## src/rtl/mips_multicycle_control_if.sv

```systemverilog
// Control bus between the multicycle MIPS controller and its datapath.
// The controller drives the strobes; the datapath drives opcode, funct, flags and memory handshake.
interface mips_multicycle_control_if;
  logic [5:0] op;
  logic [5:0] funct;
  logic       zero;
  logic       mem_ready;

  logic [2:0] alusel;
  logic       alusrca;
  logic [1:0] alusrcb;
  logic [1:0] pcsrc;
  logic       pcen;
  logic       iord;
  logic       memwrite;
  logic       irwrite;
  logic       regdst;
  logic       memtoreg;
  logic       regwrite;
  logic [3:0] state;

  modport master (
    input  op, funct, zero, mem_ready,
    output alusel, alusrca, alusrcb, pcsrc, pcen, iord, memwrite,
           irwrite, regdst, memtoreg, regwrite, state
  );

  modport slave (
    output op, funct, zero, mem_ready,
    input  alusel, alusrca, alusrcb, pcsrc, pcen, iord, memwrite,
           irwrite, regdst, memtoreg, regwrite, state
  );
endinterface

```

## src/rtl/mips_multicycle_control.sv

```systemverilog
// Moore control FSM for a multicycle MIPS core (lw/sw/R-type/beq/addi/j).
// 2-5 cycles per instruction; mem_ready=0 stalls FETCH/MEMRD/MEMWR one cycle at a time.
module mips_multicycle_control (
  input  logic                      clk,
  input  logic                      rst_n,
  mips_multicycle_control_if.master bus
);

  typedef enum logic [3:0] {
    S_FETCH   = 4'd0,
    S_DECODE  = 4'd1,
    S_MEMADR  = 4'd2,
    S_MEMRD   = 4'd3,
    S_MEMWB   = 4'd4,
    S_MEMWR   = 4'd5,
    S_RTYPEEX = 4'd6,
    S_RTYPEWB = 4'd7,
    S_BEQEX   = 4'd8,
    S_ADDIEX  = 4'd9,
    S_ADDIWB  = 4'd10,
    S_JEX     = 4'd11
  } state_e;

  typedef struct packed {
    logic [2:0] alusel;
    logic       alusrca;
    logic [1:0] alusrcb;
    logic [1:0] pcsrc;
    logic       iord;
    logic       memwrite;
    logic       regdst;
    logic       memtoreg;
    logic       regwrite;
    logic       fetch;
    logic       branch;
    logic       pcwrite;
    logic       use_funct;
  } ctrl_t;

  localparam logic [5:0] OP_RTYPE = 6'b000000;
  localparam logic [5:0] OP_LW    = 6'b100011;
  localparam logic [5:0] OP_SW    = 6'b101011;
  localparam logic [5:0] OP_BEQ   = 6'b000100;
  localparam logic [5:0] OP_ADDI  = 6'b001000;
  localparam logic [5:0] OP_J     = 6'b000010;

  localparam logic [2:0] ALU_AND = 3'b000;
  localparam logic [2:0] ALU_OR  = 3'b001;
  localparam logic [2:0] ALU_ADD = 3'b010;
  localparam logic [2:0] ALU_NOP = 3'b011;
  localparam logic [2:0] ALU_SUB = 3'b110;
  localparam logic [2:0] ALU_SLT = 3'b111;

  state_e state_q, state_d;
  ctrl_t  ctrl_q;
  logic   fetch_go;
  logic   pcwrite;

  // Per-state strobes; the fetch handshake, funct decode and branch condition are overlaid later.
  function automatic ctrl_t decode(input state_e s);
    ctrl_t c;
    c = '0;
    case (s)
      S_FETCH: begin
        c.alusel  = ALU_ADD;
        c.alusrcb = 2'b01;
        c.fetch   = 1'b1;
      end
      S_DECODE: begin
        c.alusel  = ALU_ADD;
        c.alusrcb = 2'b11;
      end
      S_MEMADR, S_ADDIEX: begin
        c.alusel  = ALU_ADD;
        c.alusrca = 1'b1;
        c.alusrcb = 2'b10;
      end
      S_MEMRD: c.iord = 1'b1;
      S_MEMWB: begin
        c.memtoreg = 1'b1;
        c.regwrite = 1'b1;
      end
      S_MEMWR: begin
        c.iord     = 1'b1;
        c.memwrite = 1'b1;
      end
      S_RTYPEEX: begin
        c.alusrca   = 1'b1;
        c.use_funct = 1'b1;
      end
      S_RTYPEWB: begin
        c.regdst   = 1'b1;
        c.regwrite = 1'b1;
      end
      S_BEQEX: begin
        c.alusel  = ALU_SUB;
        c.alusrca = 1'b1;
        c.pcsrc   = 2'b01;
        c.branch  = 1'b1;
      end
      S_ADDIWB: c.regwrite = 1'b1;
      S_JEX: begin
        c.pcsrc   = 2'b10;
        c.pcwrite = 1'b1;
      end
      default: c = '0;
    endcase
    return c;
  endfunction

  function automatic logic [2:0] funct_alu(input logic [5:0] f);
    case (f)
      6'b100000: return ALU_ADD;
      6'b100010: return ALU_SUB;
      6'b100100: return ALU_AND;
      6'b100101: return ALU_OR;
      6'b101010: return ALU_SLT;
      default:   return ALU_NOP;
    endcase
  endfunction

  always_comb begin
    state_d = S_FETCH;
    case (state_q)
      S_FETCH:  state_d = bus.mem_ready ? S_DECODE : S_FETCH;
      S_DECODE: begin
        case (bus.op)
          OP_LW, OP_SW: state_d = S_MEMADR;
          OP_RTYPE:     state_d = S_RTYPEEX;
          OP_BEQ:       state_d = S_BEQEX;
          OP_ADDI:      state_d = S_ADDIEX;
          OP_J:         state_d = S_JEX;
          default:      state_d = S_FETCH;
        endcase
      end
      S_MEMADR:  state_d = (bus.op == OP_SW) ? S_MEMWR : S_MEMRD;
      S_MEMRD:   state_d = bus.mem_ready ? S_MEMWB : S_MEMRD;
      S_MEMWR:   state_d = bus.mem_ready ? S_FETCH : S_MEMWR;
      S_RTYPEEX: state_d = S_RTYPEWB;
      S_ADDIEX:  state_d = S_ADDIWB;
      // Writeback/terminal states and any stray encoding all return to FETCH.
      default:   state_d = S_FETCH;
    endcase
  end

  always_ff @(posedge clk or negedge rst_n) begin
    if (!rst_n) begin
      state_q <= S_FETCH;
      ctrl_q  <= decode(S_FETCH);
    end else begin
      state_q <= state_d;
      ctrl_q  <= decode(state_d);
    end
  end

  assign fetch_go = ctrl_q.fetch & bus.mem_ready;
  assign pcwrite  = ctrl_q.pcwrite | fetch_go;

  assign bus.alusel   = ctrl_q.use_funct ? funct_alu(bus.funct) : ctrl_q.alusel;
  assign bus.alusrca  = ctrl_q.alusrca;
  assign bus.alusrcb  = ctrl_q.alusrcb;
  assign bus.pcsrc    = ctrl_q.pcsrc;
  assign bus.pcen     = pcwrite | (ctrl_q.branch & bus.zero);
  assign bus.iord     = ctrl_q.iord;
  assign bus.memwrite = ctrl_q.memwrite;
  assign bus.irwrite  = fetch_go;
  assign bus.regdst   = ctrl_q.regdst;
  assign bus.memtoreg = ctrl_q.memtoreg;
  assign bus.regwrite = ctrl_q.regwrite;
  assign bus.state    = state_q;

endmodule

```

## src/flat_wrapper.sv

```systemverilog
// flat-port wrapper written by rule: the top's interface ports become plain ports
module mips_multicycle_control_flat 
  (clk, rst_n, bus_op, bus_funct, bus_zero, bus_mem_ready, bus_alusel, bus_alusrca, bus_alusrcb, bus_pcsrc, bus_pcen, bus_iord, bus_memwrite, bus_irwrite, bus_regdst, bus_memtoreg, bus_regwrite, bus_state);
  mips_multicycle_control_if bus_i ();
  input  logic clk;
  input  logic rst_n;
  input wire logic [$bits(bus_i.op)-1:0] bus_op;
  input wire logic [$bits(bus_i.funct)-1:0] bus_funct;
  input wire logic [$bits(bus_i.zero)-1:0] bus_zero;
  input wire logic [$bits(bus_i.mem_ready)-1:0] bus_mem_ready;
  output wire logic [$bits(bus_i.alusel)-1:0] bus_alusel;
  output wire logic [$bits(bus_i.alusrca)-1:0] bus_alusrca;
  output wire logic [$bits(bus_i.alusrcb)-1:0] bus_alusrcb;
  output wire logic [$bits(bus_i.pcsrc)-1:0] bus_pcsrc;
  output wire logic [$bits(bus_i.pcen)-1:0] bus_pcen;
  output wire logic [$bits(bus_i.iord)-1:0] bus_iord;
  output wire logic [$bits(bus_i.memwrite)-1:0] bus_memwrite;
  output wire logic [$bits(bus_i.irwrite)-1:0] bus_irwrite;
  output wire logic [$bits(bus_i.regdst)-1:0] bus_regdst;
  output wire logic [$bits(bus_i.memtoreg)-1:0] bus_memtoreg;
  output wire logic [$bits(bus_i.regwrite)-1:0] bus_regwrite;
  output wire logic [$bits(bus_i.state)-1:0] bus_state;
  assign bus_i.op = bus_op;
  assign bus_i.funct = bus_funct;
  assign bus_i.zero = bus_zero;
  assign bus_i.mem_ready = bus_mem_ready;
  assign bus_alusel = bus_i.alusel;
  assign bus_alusrca = bus_i.alusrca;
  assign bus_alusrcb = bus_i.alusrcb;
  assign bus_pcsrc = bus_i.pcsrc;
  assign bus_pcen = bus_i.pcen;
  assign bus_iord = bus_i.iord;
  assign bus_memwrite = bus_i.memwrite;
  assign bus_irwrite = bus_i.irwrite;
  assign bus_regdst = bus_i.regdst;
  assign bus_memtoreg = bus_i.memtoreg;
  assign bus_regwrite = bus_i.regwrite;
  assign bus_state = bus_i.state;
  mips_multicycle_control u_core (.clk(clk), .rst_n(rst_n), .bus(bus_i));
endmodule
```

## config.mk

```make
export PLATFORM = sky130hd
export DESIGN_NAME = mips_multicycle_control_flat
export DESIGN_NICKNAME = d
export VERILOG_FILES = /design/src/rtl/mips_multicycle_control_if.sv /design/src/rtl/mips_multicycle_control.sv /design/src/flat_wrapper.sv
export SDC_FILE = /design/constraint.sdc
export NUM_CORES = 1
export LEC_CHECK = 0
export CELL_PAD_IN_SITES_DETAIL_PLACEMENT = 1
export CELL_PAD_IN_SITES_GLOBAL_PLACEMENT = 1
export CORE_MARGIN = 4
export CORE_UTILIZATION = 25
export DETAILED_ROUTE_END_ITERATION = 8
export PLACE_DENSITY = 0.68
export SYNTH_ARGS = -nofsm -noshare
export SYNTH_HDL_FRONTEND = slang
export SYNTH_SLANG_ARGS = --single-unit
```

## constraint.sdc

```tcl
create_clock -name clk -period 2.13 [get_ports clk]
set_input_delay 0.426 -clock clk [delete_from_list [all_inputs] [get_ports clk]]
set_output_delay 0.426 -clock clk [all_outputs]
set_load 0.005 [all_outputs]
```

## Word level (Yosys, flattened, before mapping)

Cells that the tools add are included.
W data, S select, Z words.

- Shift operators: 0
- Eq/ne operators: 27
- Bitwise logic cells: 4
- Multipliers: 0
- Reduce and logical (&&, ||, !) cells: 9
- Multiplexer cells: 21
- $lt $le $gt $ge: 0
- Div/mod/pow operators: 0
- Add/subtract/negate cells: 0

Operators by type and width:

| operator | count |
|---|---|
| $eq A6 B6 Y1 const B | 7 |
| $pmux W4 S7 | 1 |
| $eq A4 B3 Y1 const B | 6 |
| $eq A4 B4 Y1 const B | 5 |
| $pmux W4 S5 | 1 |
| $eq A4 B2 Y1 const B | 4 |
| $pmux W3 S5 | 1 |
| $mux W3 | 4 |
| $mux W1 | 11 |
| $eq A4 B1 Y1 const B | 2 |
| $logic_not A4 Y1 | 2 |
| $reduce_or A4 Y1 | 2 |
| $eq A6 B2 Y1 const B | 1 |
| $eq A6 B3 Y1 const B | 1 |
| $eq A6 B4 Y1 const B | 1 |
| $logic_not A6 Y1 | 1 |
| $pmux W2 S3 | 1 |
| $pmux W3 S2 | 1 |
| $reduce_or A2 Y1 | 3 |
| $pmux W2 S2 | 1 |
| $reduce_or A3 Y1 | 1 |
| $and A1 B1 Y1 | 2 |
| $or A1 B1 Y1 | 2 |

- Logic and storage cells: 75
- Bits in writable memories: 0
- Register bits after elaboration: 21
- Output and inout port bits: 19
- Memories kept: 0
- Latch bits: 0
- ROM bits: 0

## Depth between registers and ports, before layout

Gate-level depths: netlist of run 1.

- Depth in word-level cells: 7
- Mapped depth: 6
- Gate-level depth less buffers: 5

## Worst setup path before layout of run 1

No wires, ideal clock.

- Path kind: input-to-reg
- Start point: input port bus_mem_ready
- End point: register u_core.ctrl_q (netlist bit u_core.bus.alusrca)
- Arrival time: 1.673 ns
- Library setup time: 0.141 ns
- Required time: 1.989 ns
- Path slack: 0.316 ns
- Cell stages on the path: 6
- Path buffers: 1
- Path through: buf_2 > or3b_2 > a311oi_1 > or3_4 > a211o_1 > o211ai_1

- Longest elaborated chain between the ends: 5
- Elaborated cells between the ends (all ways): 10
- Classes of those cells: eq/ne (4); mux (5); reduce/logical (1)

RTL lines:

| what | line | text |
|---|---|---|
| start, declared | flat_wrapper.sv:10 | `input wire logic [$bits(bus_i.mem_ready)-1:0] bus_mem_ready;` |
| $mux W3 (on tied branches) | mips_multicycle_control.sv:138, mips_multicycle_control.sv:137 |  |
| $pmux W4 S7 (*) | mips_multicycle_control.sv:124 | `case (state_q)` |
| named net u_core.state_d[2] | mips_multicycle_control.sv:54 | `state_e state_q, state_d;` |
| $eq A4 B3 Y1 (tied with other cells) | mips_multicycle_control.sv:63 | `case (s)` |
| $reduce_or A4 Y1 (no source line) (*) | - |  |
| $mux W1 (*) | mips_multicycle_control.sv:63 |  |
| end signal, assigned | mips_multicycle_control.sv:149 | `ctrl_q <= decode(S_FETCH);` |
| end signal, assigned | mips_multicycle_control.sv:152 | `ctrl_q <= decode(state_d);` |
| end, declared | mips_multicycle_control.sv:55 | `ctrl_t ctrl_q;` |

The timed path passes the listed nets; every way through them passes the cells marked *.

## Worst setup path in the final report of run 1

- Start point: input port bus_mem_ready
- End point: output port bus_pcen

- Longest elaborated chain between the ends: 3

RTL lines:

| what | line | text |
|---|---|---|
| $and A1 B1 Y1 | mips_multicycle_control.sv:156 | `assign fetch_go = ctrl_q.fetch & bus.mem_ready;` |
| $or A1 B1 Y1 | mips_multicycle_control.sv:157 | `assign pcwrite = ctrl_q.pcwrite \| fetch_go;` |
| $or A1 B1 Y1 | mips_multicycle_control.sv:163 | `assign bus.pcen = pcwrite \| (ctrl_q.branch & bus.zero);` |
| end, declared | flat_wrapper.sv:15 | `output wire logic [$bits(bus_i.pcen)-1:0] bus_pcen;` |

No other way between the ends.

==> results of run 1 <==
worst max-delay path, cell delays in order:
cell and delay (ps):
dlygate4sd2_1 310, and2_4 180, a211o_1 260, clkdlybuf4s50_1 450
path summary, 6_finish.rpt:
check	startpoint	endpoint	slack, ps
max	bus_mem_ready	bus_pcen	80
min	rst_n	u_core.ctrl_q[16]	510
max reg2reg	u_core.bus.state[1]	u_core.bus.iord	170
min reg2reg	u_core.bus.state[2]	u_core.bus.memtoreg	780
max in group asynchronous	rst_n	u_core.bus.iord	1130
min in group clk	u_core.bus.state[2]	u_core.bus.memtoreg	780
cells in the mapped netlist, types with 3 or more instances:
cell,n,area [um^2]
nand2_1,5,18.77
inv_1,6,22.52
dfstp_2,3,78.83
nor2_1,7,26.28
nor3b_1,3,22.52
buf_4,4,30.03
dfrtp_1,16,400.4
or3_1,3,18.77
nand2b_1,3,18.77
nand4_1,4,25.02
buf_2,3,15.01
nand3_1,5,25.02
a21oi_1,3,15.01
flip-flops by register name (all words and copies together) (netlist names):
name                 count
u_core.bus.alusrcb       2
u_core.bus.regwrite      1
u_core.ctrl_q            6
u_core.bus.regdst        1
u_core.bus.iord          1
u_core.bus.memtoreg      1
u_core.bus.memwrite      1
u_core.bus.state         4
u_core.bus.alusrca       1
u_core.bus.pcsrc         1
final cells by class:
| type | count | area, um^2 | share of cell area |
|---|---|---|---|
| Multi-Input combinational cell | 68 | 566.8 | 0.3477 |
| Sequential cell | 19 | 479.2 | 0.2939 |
| Timing Repair Buffer | 50 | 454.2 | 0.2786 |
| Tap cell | 50 | 62.56 | 0.03837 |
| Clock buffer | 4 | 45.04 | 0.02763 |
| Inverter | 6 | 22.52 | 0.01381 |
cells by family after synthesis:
group,count (synthesis),share of synthesized area
xor gates and xnor gates,1,0.008189
muxes,1,0.01053
and+or+nand+nor,50,0.3485
DFF,19,0.4480
AOI/OAI and AO/OA,16,0.1111
buffers and inverters,14,0.07368
metal layers:
layer,wire length [um],up-vias,part of all wire
met5,0,-,0
met1,1208,452,0.39
li1,-,458,-
met3,157,6,0.051
met4,95,0,0.031
met2,1637,32,0.53
through the flow:
step	setup TNS, ps	setup WS (ps)	cells	power (mW)
finish	0	77.62	197	1.581
global route	-96.18	-47.08	197	1.708
CTS	0	18.36	197	1.602
detailed placement	-2960	-377.4	193	1.353
global placement	-1941	-233.2	193	1.328
floorplan	0	316.1	101	0.9732
power breakdown:
group	internal, mW	switching (mW)	total, mW
Combinational	0.427	0.355	0.782
Sequential	0.475	0.0872	0.562
Clock	0.133	0.104	0.237
Total	1.03	0.547	1.58
what timing repair did:
item	4_1_cts	5_1_grt
pin swaps	1	2
resized for setup	15	5
setup endpoints to repair	6	7
cloned	0	0
==> results.md, run 1 <==
- Status: finished, final reports clean
- Per-cell routed wire length: around 16 um
- Mapped Nets: 117
- Final Cell Area: 0.001630 mm^2
- DRT iter0 DRCs: 23
- GR Util met2: 0.2334
- Via count: 948
- Grt total ovfl: 0
- # hold bufs at CTS: 0
- Achievable Freq: 487.2 MHz
- Placed inst area: 0.001536 mm^2
- CTS tree: yes
- Final min period: 2052 ps
- Required @ worst endpoint: between 1500 and 2000 ps
- Cells on worst reg2reg path: 5
- Starting Density: 0.2636
- Largest net degree at the start of global routing: 13
- Number of diodes: 0
- Commonest non-fill, non-tap cells in the layout: 26 x clkdlybuf4s50_1, 16 x buf_4, 16 x dfrtp_1
- Filler Cell Count: roughly 450
- Least-Margin Pin Slew: 499.4 ps
- Via/cell ratio: 4.812
- Unrepaired setup endpoints after global routing: yes
- Slew Viols, Final: 0
- Die height: 73.42 um
- Sequential share of the synthesized area: 0.4480
- Global Route met1 Usage: 0.1377
- IO Count: 35
- Hold Fails Final Rpt: 0
- Port Buffer Count: 34
- CTS sink count: 19
- CP Launch Type: primary input
- Commonest non-fill, non-tap cell in the layout: clkdlybuf4s50_1
- Slew HR: 0.6660
- Crit path kind: primary input to output port
- Endpoint type of the worst setup path: output port
- Max Root-Sink Buffers: 2
- Initial antenna violation count: 0
- Die W: roughly 73 um
- Share of post-route cells with drive strength above 1: 0.2653
- Post-synthesis area per instance: 10.59 um^2
- Area Overhead vs Synth: 52.40%
- Vias in the first global route: 1047
- Yosys warns: 0
- Hold slack: 510.1 ps
- Most used routing layer: met2
- Antenna viol nets, final: 0
- Final GP Congestion: 0.8861
- Final wirelength: 3.098 mm
- Nets: 164
- Ys async rst share: 1.000
- Ys flop type: dfrtp_1
- DRC: 0
- Final core utilization: 0.4018
- Worst skew pair latency: 250 ps
- Core area: 0.004058 mm^2
- H-tree level count: 1
- Full die area: 0.005390 mm^2
- Max Cap Viol: 0
- Leakage: 0.7383 nW
- Post-Syn Instances: 101
- TritonCTS Buffers: 3
- PwrDens: around 970 mW/mm^2
- Clock Pin Slew Worst Setup and Hold Paths: roughly 60 ps
- Global Route Usage Sum: 0.1265
- CP arrival: between 1500 and 2000 ps
- Worst clock skew: approximately 1.0 ps
- Post-synth EDFFs: 0
- Library cells used by synthesis: between 40 and 50
- #FFs+latches synth: 19
- Rows: 23
- Post-CTS setup buffers: 0
- Global-route wire length before repair: 5.119 mm
- HP Class: primary input to asynchronous set/reset pin
- Crit-path max FO: 8
- M3 GR Usage: 0.01642
- Post-DP HPWL: 2.523 mm
- Final setup fails: 0
- Peak VDD IR: 0.2697 mV
- Post-Synthesis Cell Area: 0.001070 mm^2
- Root buf cell: clkbuf_8
- Period utilisation layout: 0.9636
- TritonRoute pass-1 iters: 4
Note: power is estimated with default switching activity, not from simulation.
==> inputs of run 2 (changes only) <==
--- a/config.mk
+++ b/config.mk
@@ -7,8 +7,10 @@
 export LEC_CHECK = 0
 export CELL_PAD_IN_SITES_DETAIL_PLACEMENT = 1
 export CELL_PAD_IN_SITES_GLOBAL_PLACEMENT = 1
+export CORE_ASPECT_RATIO = 1.4
 export CORE_MARGIN = 4
 export CORE_UTILIZATION = 25
+export CTS_BUF_LIST = sky130_fd_sc_hd__clkbuf_4 sky130_fd_sc_hd__clkbuf_8
 export DETAILED_ROUTE_END_ITERATION = 8
 export PLACE_DENSITY = 0.68
 export SYNTH_ARGS = -nofsm -noshare
==> run 2 against run 1 <==
Compared with the run above: die area is 0.27% higher; first-iteration DRC count down 57%; fmax fell by 1.6%; count of clock-buffer cells in the layout fell by 1; core utilization rose by 1.9 points; worst hold slack got worse by 6.8 ps; sequential power rose by 7.3%; worst setup slack got worse by 33 ps; via count rose by 3.4%; critical endpoint unchanged; largest cell class unchanged; highest routed layer unchanged.
==> results.md, run 2 (synthesized netlist as in run 1, its figures left out) <==
- Status: finished, final reports clean
- Crit path kind: primary input to output port
- DRT iter0 DRCs: 10
- Hold Fails Final Rpt: 0
- Global-route wire length before repair: 5.223 mm
- Final wirelength: 3.142 mm
- Final setup fails: 0
- Antenna viol nets, final: 0
- CP Launch Type: primary input
- Worst skew pair latency: 250 ps
- CTS sink count: 19
- Core area: 0.004020 mm^2
- Share of post-route cells with drive strength above 1: 0.3129
- Post-DP HPWL: 2.456 mm
- Via/cell ratio: 5.158
- # hold bufs at CTS: 0
- GR Util met2: 0.2382
- Slew Viols, Final: 0
- HP Class: primary input to asynchronous set/reset pin
- CP arrival: 1660 ps
- Starting Density: 0.2661
- Seq. cell area: 480.5 um^2
- Achievable Freq: 479.5 MHz
- Final min period: 2086 ps
- Placed inst area: around 0.0015 mm^2
- Clock Pin Slew Worst Setup and Hold Paths: 70 ps
- Most used routing layer: met2
- Required @ worst endpoint: between 1500 and 2000 ps
- Crit-path max FO: 9
- Commonest non-fill, non-tap cell in the layout: clkdlybuf4s50_1
- Filler Cell Count: roughly 450
- Most flop-heavy register: u_core.ctrl_q
- Per-cell routed wire length: 16.54 um
- Global Route met1 Usage: 0.1183
- TritonCTS Buffers: 3
- Leakage: 0.8127 nW
- Number of diodes: 0
- Die W: 63.29 um
- Slew HR: 0.6764
- Die height: 85.40 um
- Post-Layout Cell Count: 190
- CTS tree: yes
- Root buf cell: clkbuf_8
- Least-Margin Pin Slew: ~490 ps
- Commonest non-fill, non-tap cells in the layout: 22 x clkdlybuf4s50_1, 16 x buf_4, 15 x dfrtp_1
- TritonRoute pass-1 iters: 4
- M3 GR Usage: 0.01060
- Grt total ovfl: 0
- Peak VDD IR: about 0.34 mV
- Final Cell Area: 0.001692 mm^2
- DRC: 0
- Global Route Usage Sum: 0.1202
- Via count: 980
- Initial antenna violation count: 0
- Port Buffer Count: 34
- Max Cap Viol: 0
- PwrDens: 969.4 mW/mm^2
- DP Cell Count: 185
- Full die area: 0.005405 mm^2
- Max reg flops: 6
- Final GP Congestion: between 0.8 and 0.9
- Worst clock skew: 4.013 ps
- IO Count: 35
- H-tree level count: 1
- Period utilisation layout: 0.9792
- Area Overhead vs Synth: 58.13%
- Largest net degree at the start of global routing: 20
- Area occupied by multi-input gates: 608.1 um^2
- Rows: 27
- Max Root-Sink Buffers: 2
- Nets: roughly 160
- Endpoint type of the worst setup path: output port
- Vias in the first global route: 1102
run 2: what timing repair did:
| item | CTS | global route |
|---|---|---|
| setup buffers | 0 | 1 |
| resized for setup | 8 | 23 |
| pin swaps | 2 | 8 |
| setup endpoints to repair | 8 | 12 |
run 2: critical path: stages:
cell and delay [ps]:
dlygate4sd2_1 330, and2_1 190, a211o_1 260, clkdlybuf4s50_1 450
run 2: final timing paths:
kind	start	endpoint	slack (ps)	cells past startpoint
max	bus_mem_ready	bus_pcen	40	4
min	rst_n	u_core.bus.regwrite	500	2
max reg2reg	u_core.bus.state[2]	u_core.bus.alusrcb[1]	70	5
min reg2reg	u_core.bus.state[1]	u_core.bus.memtoreg	740	2
max in group asynchronous	rst_n	u_core.ctrl_q[15]	1360	2
min in group clk	bus_mem_ready	u_core.bus.memtoreg	700	3
run 2: per-stage QoR:
stage / setup TNS (ps) / setup WS [ps] / hold slack (ps) / util / total power, mW
finish: 0 / 44.34 / 503.3 / 0.4208 / 1.640
global route: -26.01 / -17.00 / 539.2 / 0.4208 / 1.748
CTS: -344.4 / -172.6 / 518.8 / 0.3956 / 1.590
detailed placement: -3153 / -321.9 / 790.2 / 0.3782 / 1.334
global placement: -2227 / -233.7 / 763.0 / 0.3782 / 1.290
floorplan: 0 / 316.1 / 130.4 / - / 0.9732
run 2: per-layer routing:
metal	share of wire	wire, um
met5	0	0
met4	0.021	66
met3	0.053	165
met2	0.58	1822
met1	0.35	1088
run 2: report_power, final:
group / switching (mW) / internal (mW)
Clock: 0.117 / 0.130
Sequential: 0.128 / 0.476
Combinational: 0.348 / 0.441
run 2: cell type report:
cell class / count / area share
Tap cell: 43 / 0.03180
Inverter: 6 / 0.01331
Clock buffer: 3 / 0.02441
Multi-Input combinational cell: 68 / 0.3595
Timing Repair Buffer: 50 / 0.2840
Sequential cell: 19 / 0.2840
Clock inverter: 1 / 0.002959
==> inputs of run 3 (changes only) <==
--- a/config.mk
+++ b/config.mk
@@ -5,6 +5,7 @@
 export SDC_FILE = /design/constraint.sdc
 export NUM_CORES = 1
 export LEC_CHECK = 0
+export CAP_MARGIN = 20
 export CELL_PAD_IN_SITES_DETAIL_PLACEMENT = 1
 export CELL_PAD_IN_SITES_GLOBAL_PLACEMENT = 1
 export CORE_ASPECT_RATIO = 1.4
==> results of run 3 <==
Same layout as run 2: the final DEF is identical, and so are final timing and power.
